--- src/rtl/queue_pkg.sv ---
// Shared width helpers for the parametrised queue and its pointer counters.
package queue_pkg;

  // Pointer width: at least one bit so a single-entry queue still has a legal index.
  function automatic int unsigned clog2_min1(input int unsigned n);
    return (n <= 2) ? 1 : $clog2(n);
  endfunction

  // Occupancy width: must represent 0..depth inclusive.
  function automatic int unsigned count_width(input int unsigned depth);
    return (depth <= 1) ? 1 : $clog2(depth + 1);
  endfunction

endpackage

--- src/rtl/param_queue_if.sv ---
// Ready/valid handshake bundle for both sides of the queue.
// master = producer/consumer environment, slave = the queue itself.
interface param_queue_if #(
  parameter int unsigned WIDTH = 8
);
  logic             enq_valid;
  logic             enq_ready;
  logic [WIDTH-1:0] enq_bits;
  logic             deq_valid;
  logic             deq_ready;
  logic [WIDTH-1:0] deq_bits;

  modport master (
    output enq_valid, enq_bits, deq_ready,
    input  enq_ready, deq_valid, deq_bits
  );

  modport slave (
    input  enq_valid, enq_bits, deq_ready,
    output enq_ready, deq_valid, deq_bits
  );
endinterface

--- src/rtl/queue_wrap_ctr.sv ---
// Pointer counter that wraps explicitly at MAX-1, so MAX need not be a power of two.
module queue_wrap_ctr
  import queue_pkg::*;
#(
  parameter int unsigned MAX = 2,
  parameter int unsigned PW  = clog2_min1(MAX)
) (
  input  logic          clk,
  input  logic          clear,
  input  logic          inc,
  output logic [PW-1:0] value
);

  logic [PW-1:0] value_q;

  // Clear wins over increment; wrap back to zero after the last entry.
  always_ff @(posedge clk) begin
    if (clear) begin
      value_q <= '0;
    end else if (inc) begin
      value_q <= (value_q == PW'(MAX - 1)) ? '0 : value_q + PW'(1);
    end
  end

  assign value = value_q;

endmodule

--- src/rtl/param_queue.sv ---
// Parametrised ready/valid FIFO with optional pipe (enq at full) and flow (empty bypass)
// modes, synchronous flush, occupancy count and almost-full flag.
module param_queue
  import queue_pkg::*;
#(
  parameter int unsigned WIDTH     = 8,
  parameter int unsigned DEPTH     = 2,
  parameter int unsigned PIPE      = 0,
  parameter int unsigned FLOW      = 0,
  parameter int unsigned AF_THRESH = DEPTH - 1,
  localparam int unsigned CW       = count_width(DEPTH),
  localparam int unsigned PW       = clog2_min1(DEPTH)
) (
  input  logic          clk,
  input  logic          reset,
  input  logic          flush,
  param_queue_if.slave  q,
  output logic [CW-1:0] count,
  output logic          almost_full
);

  logic [WIDTH-1:0] mem [DEPTH];
  logic [PW-1:0]    rptr;
  logic [PW-1:0]    wptr;
  logic             maybe_full_q;
  logic             maybe_full_d;

  logic ptr_match;
  logic empty;
  logic full;
  logic fire_enq;
  logic fire_deq;
  logic bypass;
  logic do_enq;
  logic do_deq;
  logic clear;

  assign clear = reset | flush;

  queue_wrap_ctr #(
    .MAX (DEPTH),
    .PW  (PW)
  ) u_rptr (
    .clk   (clk),
    .clear (clear),
    .inc   (do_deq),
    .value (rptr)
  );

  queue_wrap_ctr #(
    .MAX (DEPTH),
    .PW  (PW)
  ) u_wptr (
    .clk   (clk),
    .clear (clear),
    .inc   (do_enq),
    .value (wptr)
  );

  // Status flags, handshakes and the bypass decision.
  always_comb begin
    ptr_match = (rptr == wptr);
    empty     = ptr_match & ~maybe_full_q;
    full      = ptr_match & maybe_full_q;

    q.enq_ready = ~flush & (~full | ((PIPE != 0) & q.deq_ready));
    q.deq_valid = ~flush & (~empty | ((FLOW != 0) & q.enq_valid));
    q.deq_bits  = ((FLOW != 0) && empty) ? q.enq_bits : mem[rptr];

    fire_enq = q.enq_valid & q.enq_ready;
    fire_deq = q.deq_valid & q.deq_ready;

    // A bypassed beat never touches storage or pointers.
    bypass = (FLOW != 0) & empty & fire_deq;
    do_enq = fire_enq & ~bypass;
    do_deq = fire_deq & ~bypass;

    maybe_full_d = maybe_full_q;
    if (do_enq != do_deq) begin
      maybe_full_d = do_enq;
    end
  end

  // Storage is deliberately not reset; validity is tracked by the pointers alone.
  always_ff @(posedge clk) begin
    if (do_enq) begin
      mem[wptr] <= q.enq_bits;
    end
  end

  // Full/empty disambiguation bit; reset has priority but both clear it.
  always_ff @(posedge clk) begin
    if (clear) begin
      maybe_full_q <= 1'b0;
    end else begin
      maybe_full_q <= maybe_full_d;
    end
  end

  // Occupancy derived from pointer distance, with full as the wrap-around case.
  always_comb begin
    if (full) begin
      count = CW'(DEPTH);
    end else if (wptr >= rptr) begin
      count = CW'(wptr) - CW'(rptr);
    end else begin
      count = CW'(DEPTH) + CW'(wptr) - CW'(rptr);
    end
    almost_full = (32'(count) >= AF_THRESH);
  end

`ifndef SYNTHESIS
  // Handshakes must never accept into a full queue or read an empty one outside their modes.
  always @(posedge clk) begin
    if (!reset) begin
      assert (!(fire_enq && full && (PIPE == 0)))
        else $error("param_queue: enqueue fired while full");
      assert (!(fire_deq && empty && (FLOW == 0)))
        else $error("param_queue: dequeue fired while empty");
    end
  end
`endif

endmodule

--- src/flat_wrapper.sv ---
// flat-port wrapper written by rule: the top's interface ports become plain ports
module param_queue_flat import queue_pkg::*;
#(
  parameter int unsigned WIDTH     = 8,
  parameter int unsigned DEPTH     = 2,
  parameter int unsigned PIPE      = 0,
  parameter int unsigned FLOW      = 0,
  parameter int unsigned AF_THRESH = DEPTH - 1,
  localparam int unsigned CW       = count_width(DEPTH),
  localparam int unsigned PW       = clog2_min1(DEPTH)
)
  (clk, reset, flush, count, almost_full, q_enq_valid, q_enq_bits, q_deq_ready, q_enq_ready, q_deq_valid, q_deq_bits);
  param_queue_if #(.WIDTH(WIDTH)) q_i ();
  input  logic clk;
  input  logic reset;
  input  logic flush;
  output logic [CW-1:0] count;
  output logic almost_full;
  input wire logic [$bits(q_i.enq_valid)-1:0] q_enq_valid;
  input wire logic [$bits(q_i.enq_bits)-1:0] q_enq_bits;
  input wire logic [$bits(q_i.deq_ready)-1:0] q_deq_ready;
  output wire logic [$bits(q_i.enq_ready)-1:0] q_enq_ready;
  output wire logic [$bits(q_i.deq_valid)-1:0] q_deq_valid;
  output wire logic [$bits(q_i.deq_bits)-1:0] q_deq_bits;
  assign q_i.enq_valid = q_enq_valid;
  assign q_i.enq_bits = q_enq_bits;
  assign q_i.deq_ready = q_deq_ready;
  assign q_enq_ready = q_i.enq_ready;
  assign q_deq_valid = q_i.deq_valid;
  assign q_deq_bits = q_i.deq_bits;
  param_queue #(.WIDTH(WIDTH), .DEPTH(DEPTH), .PIPE(PIPE), .FLOW(FLOW), .AF_THRESH(AF_THRESH)) u_core (.clk(clk), .reset(reset), .flush(flush), .q(q_i), .count(count), .almost_full(almost_full));
endmodule
--- config.mk ---
export PLATFORM = sky130hd
export DESIGN_NAME = param_queue_flat
export DESIGN_NICKNAME = d
export VERILOG_FILES = /design/src/rtl/queue_pkg.sv /design/src/rtl/param_queue_if.sv /design/src/rtl/queue_wrap_ctr.sv /design/src/rtl/param_queue.sv /design/src/flat_wrapper.sv
export SDC_FILE = /design/constraint.sdc
export NUM_CORES = 1
export LEC_CHECK = 0
export CORE_MARGIN = 3
export CORE_UTILIZATION = 44
export CTS_CLUSTER_DIAMETER = 30
export CTS_CLUSTER_SIZE = 40
export DETAILED_ROUTE_END_ITERATION = 16
export PLACE_DENSITY = 0.77
export SETUP_SLACK_MARGIN = 0.05
export SYNTH_ARGS = -nofsm -noshare
export SYNTH_HDL_FRONTEND = slang
export SYNTH_SLANG_ARGS = --single-unit
--- constraint.sdc ---
create_clock -name clk -period 1.9 [get_ports clk]
set_input_delay 0.38 -clock clk [delete_from_list [all_inputs] [get_ports clk]]
set_output_delay 0.38 -clock clk [all_outputs]
set_load 0.02 [all_outputs]
==> flow_metrics.env <==
export IMPL_cts_hold_buf=0
export IMPL_sequential_cell_area_um2=566
export IMPL_dp_slack_ps=-130
export IMPL_numCtsBuffers=3
export IMPL_fin_crit_ps=1760
export IMPL_setup_violations=0
export IMPL_dp_hpwl_mm=1.14
export IMPL_grt_pass1_wl_mm=2.45
export IMPL_crit_path_end="q_deq_bits[1]"
export IMPL_reg2reg_slack_ps=300
export IMPL_core_um2=1630
export IMPL_num_rows=14
export IMPL_seq_power_share=0.587
export IMPL_async_reset_ff_frac=0
export IMPL_fin_crit_sh=0.925
export IMPL_setup_slack_ps=143
export IMPL_synth_fp_nets=70
export IMPL_synth_most_common_cell="edfxtp_1"
export IMPL_n_antenna_cell=0
export IMPL_dr_pass1_iters=2
export IMPL_tightest_slew_ps=240
export IMPL_cp_arrival_ps=1380
export IMPL_crit_path_top_delay_cell="dfxtp_4"
export IMPL_grt_pass1_vias=552
export IMPL_ys_types=19
export IMPL_gp_congestion=0.807
export IMPL_wirelength_mm=1.49
export IMPL_ys_seq_area_frac=0.684
export IMPL_power_frac_clock=0.235
export IMPL_peakVddDrop_uv=576
export IMPL_die_h_um=49.2
export IMPL_clockBufferDepth=2
export IMPL_swShare=0.235
export IMPL_r2r_cells=6
export IMPL_clk_pin_slew_ps=110
export IMPL_syn_cell_area_um2=820
export IMPL_syn_inst=55
export IMPL_synth_top_area_frac=0.586
export IMPL_cp_max_fo=8
export IMPL_dieWidth_um=49.2
export IMPL_grt_max_degree=12
export IMPL_dr_first_iter_drc_count=1
export IMPL_start_kind="flop"
export IMPL_ant_nets=0
export IMPL_path_cells="mux2_2 > dlygate4sd2_1"
export IMPL_p_total_mw=0.843
export IMPL_vias_per_cell=4.70
export IMPL_cts_tree="done"
export IMPL_pwr_density_cell_nw_per_um2=698
export IMPL_synth_seq_cells=20
export IMPL_syn_area_per_cell_um2=14.9
export IMPL_combPwrFrac=0.179
export IMPL_root_buffer="clkbuf_4"
export IMPL_status="finished clean"
export IMPL_r2r_start="u_core.u_wptr.value"
export IMPL_fin_skew_ps=6.31
export IMPL_clkSinkCount=20
export IMPL_endpoint_kind="primary output"
export IMPL_via_count=550
export IMPL_portBuffers=25
export IMPL_start_util=0.503
export IMPL_yosys_area_top_type="edfxtp_1"
export IMPL_nFillCells=130
export IMPL_synth_area_leaders="edfxtp_1, mux2_2, dfxtp_1, ha_1, o21ai_0"
export IMPL_die_area_um2=2420
export IMPL_instances_no_fill=117
export IMPL_ys_warn_count=0
export IMPL_slowest_delay_ps=420
export IMPL_synth_edf_count=16
export IMPL_p_int_mw=0.645
export IMPL_drcViolationCount=0
export IMPL_fmax_mhz=569
export IMPL_multi_input_comb_area_um2=259
export IMPL_min_path_type="flop to flop"
export IMPL_required_ps=1520
export IMPL_routedWlPerCell_um=12.8
export IMPL_synthTopCellsByCount="edfxtp_1, mux2_2, dfxtp_1"
export IMPL_syn_to_final_growth_pct=47.3
export IMPL_finalHoldViolCount=0
export IMPL_leakagePower_nw=0.482
export IMPL_maxSlewViolCount=0
export IMPL_htreeDepth=1
export IMPL_synthFlopType="edfxtp_1"
export IMPL_slew_headroom=0.840
export IMPL_placed_cells=112
export IMPL_grt_overflow=0
export IMPL_antenna_found_initial=0
export IMPL_critPathKind="flop to primary output"
export IMPL_ios=26
export IMPL_grtUsageTotal=0.133
export IMPL_drv_cap=0
export IMPL_drive_gt1_frac=0.333
export IMPL_worst_r2r_endpoint="u_core.mem[1][4]"
export IMPL_final_nets=109
export IMPL_rsz0062_at_grt="no"
export IMPL_p_sw_mw=0.198
export IMPL_clk_latency_ps=290
[layer usage]
metal,up-vias,wire (um),GRT usage
met2,13,800,0.239
met1,259,611,0.150
li1,276,-,-
met3,2,71,0.0367
met4,0,10,0.0427
met5,-,0,0
[worst min-delay path by stage]
| stage | start | endpoint | slack (ps) | cells after the start |
|---|---|---|---|---|
| after floorplan | reset | u_core.u_wptr.value | 460 | 1 |
| after global placement | u_core.maybe_full_q | u_core.maybe_full_q | 570 | 2 |
| after detailed placement | u_core.maybe_full_q | u_core.maybe_full_q | 600 | 2 |
| after CTS | u_core.maybe_full_q | u_core.maybe_full_q | 620 | 2 |
| after global routing | reset | u_core.u_wptr.value | 640 | 2 |
| final | u_core.maybe_full_q | u_core.maybe_full_q | 600 | 2 |
[layout make-up]
class | count | area share
Timing Repair Buffer | 35 | 0.261
Sequential cell | 20 | 0.468
Clock inverter | 1 | 0.00311
Tap cell | 24 | 0.0249
Clock buffer | 3 | 0.0187
Inverter | 3 | 0.00933
Multi-Input combinational cell | 31 | 0.215
[worst max-delay path, delay by kind of cell, from the launching register on]
kind | cells | cell delay (ps)
mux | 1 | 350
buf+inv | 1 | 320
flops | 1 | 420
[stage by stage]
step,hold slack [ps],TNS [ps],area (um2),utilization
floorplan,457,0,823,-
global placement,569,-87.3,1190,0.731
detailed placement,598,-235,1190,0.731
CTS,616,0,1220,0.750
global route,637,0,1210,0.741
finish,604,0,1210,0.741
[cells in the final DEF (no fill, tap or decap)]
| master | n |
|---|---|
| xnor2_1 | 1 |
| buf_4 | 8 |
| a21boi_1 | 2 |
| o21ai_0 | 3 |
| ha_4 | 1 |
| nand2b_1 | 1 |
| inv_1 | 3 |
| clkbuf_2 | 2 |
| nor3_1 | 1 |
| nor2b_1 | 1 |
| clkbuf_4 | 3 |
| and3_1 | 2 |
| nor2_1 | 2 |
| clkdlybuf4s50_1 | 12 |
| ha_1 | 1 |
| or3_1 | 1 |
| nor2b_4 | 1 |
| buf_2 | 3 |
| edfxtp_1 | 16 |
| nand2_1 | 3 |
| buf_12 | 2 |
| mux2_2 | 8 |
| dfxtp_1 | 2 |
| dfxtp_2 | 1 |
| dlygate4sd2_1 | 8 |
| a21boi_0 | 2 |
| a21oi_2 | 1 |
| clkinv_1 | 1 |
| dfxtp_4 | 1 |
[sequential cells by signal (all words and copies together) (netlist names), named ones only]
signal               cells
u_core.mem              16
u_core.maybe_full_q      1
u_core.u_rptr.value      1
u_core.u_wptr.value      1
[power by group through the flow]
stage | Sequential, mW | Combinational [mW] | Clock (mW)
6_report | 0.494 | 0.150 | 0.198
5_1_grt | 0.497 | 0.162 | 0.226
4_1_cts | 0.495 | 0.154 | 0.204
3_5_place_dp | 0.505 | 0.163 | 0
3_3_place_gp | 0.504 | 0.160 | 0
2_1_floorplan | 0.502 | 0.0695 | 0
[logic make-up (layout without fill, tap and decap cells)]
group | count (synthesis) | count (layout) | share of synthesized area
adders and majority gates | 2 | 2 | 0.0305
DFF | 20 | 20 | 0.684
and+or+nand+nor | 12 | 12 | 0.0840
AOI/OAI and AO/OA | 8 | 8 | 0.0610
muxes | 8 | 8 | 0.110
buffers and inverters | 4 | 42 | 0.0198
xor gates and xnor gates | 1 | 1 | 0.0107
[what timing repair did]
| action | in CTS | in global routing |
|---|---|---|
| resized for setup | 26 | 4 |
| hold endpoints to repair | 0 | 0 |
| endpoints found under the setup margin | 13 | 4 |
| buffers inserted | 0 | 1 |
No activity file was read; power rests on OpenSTA's default activity.
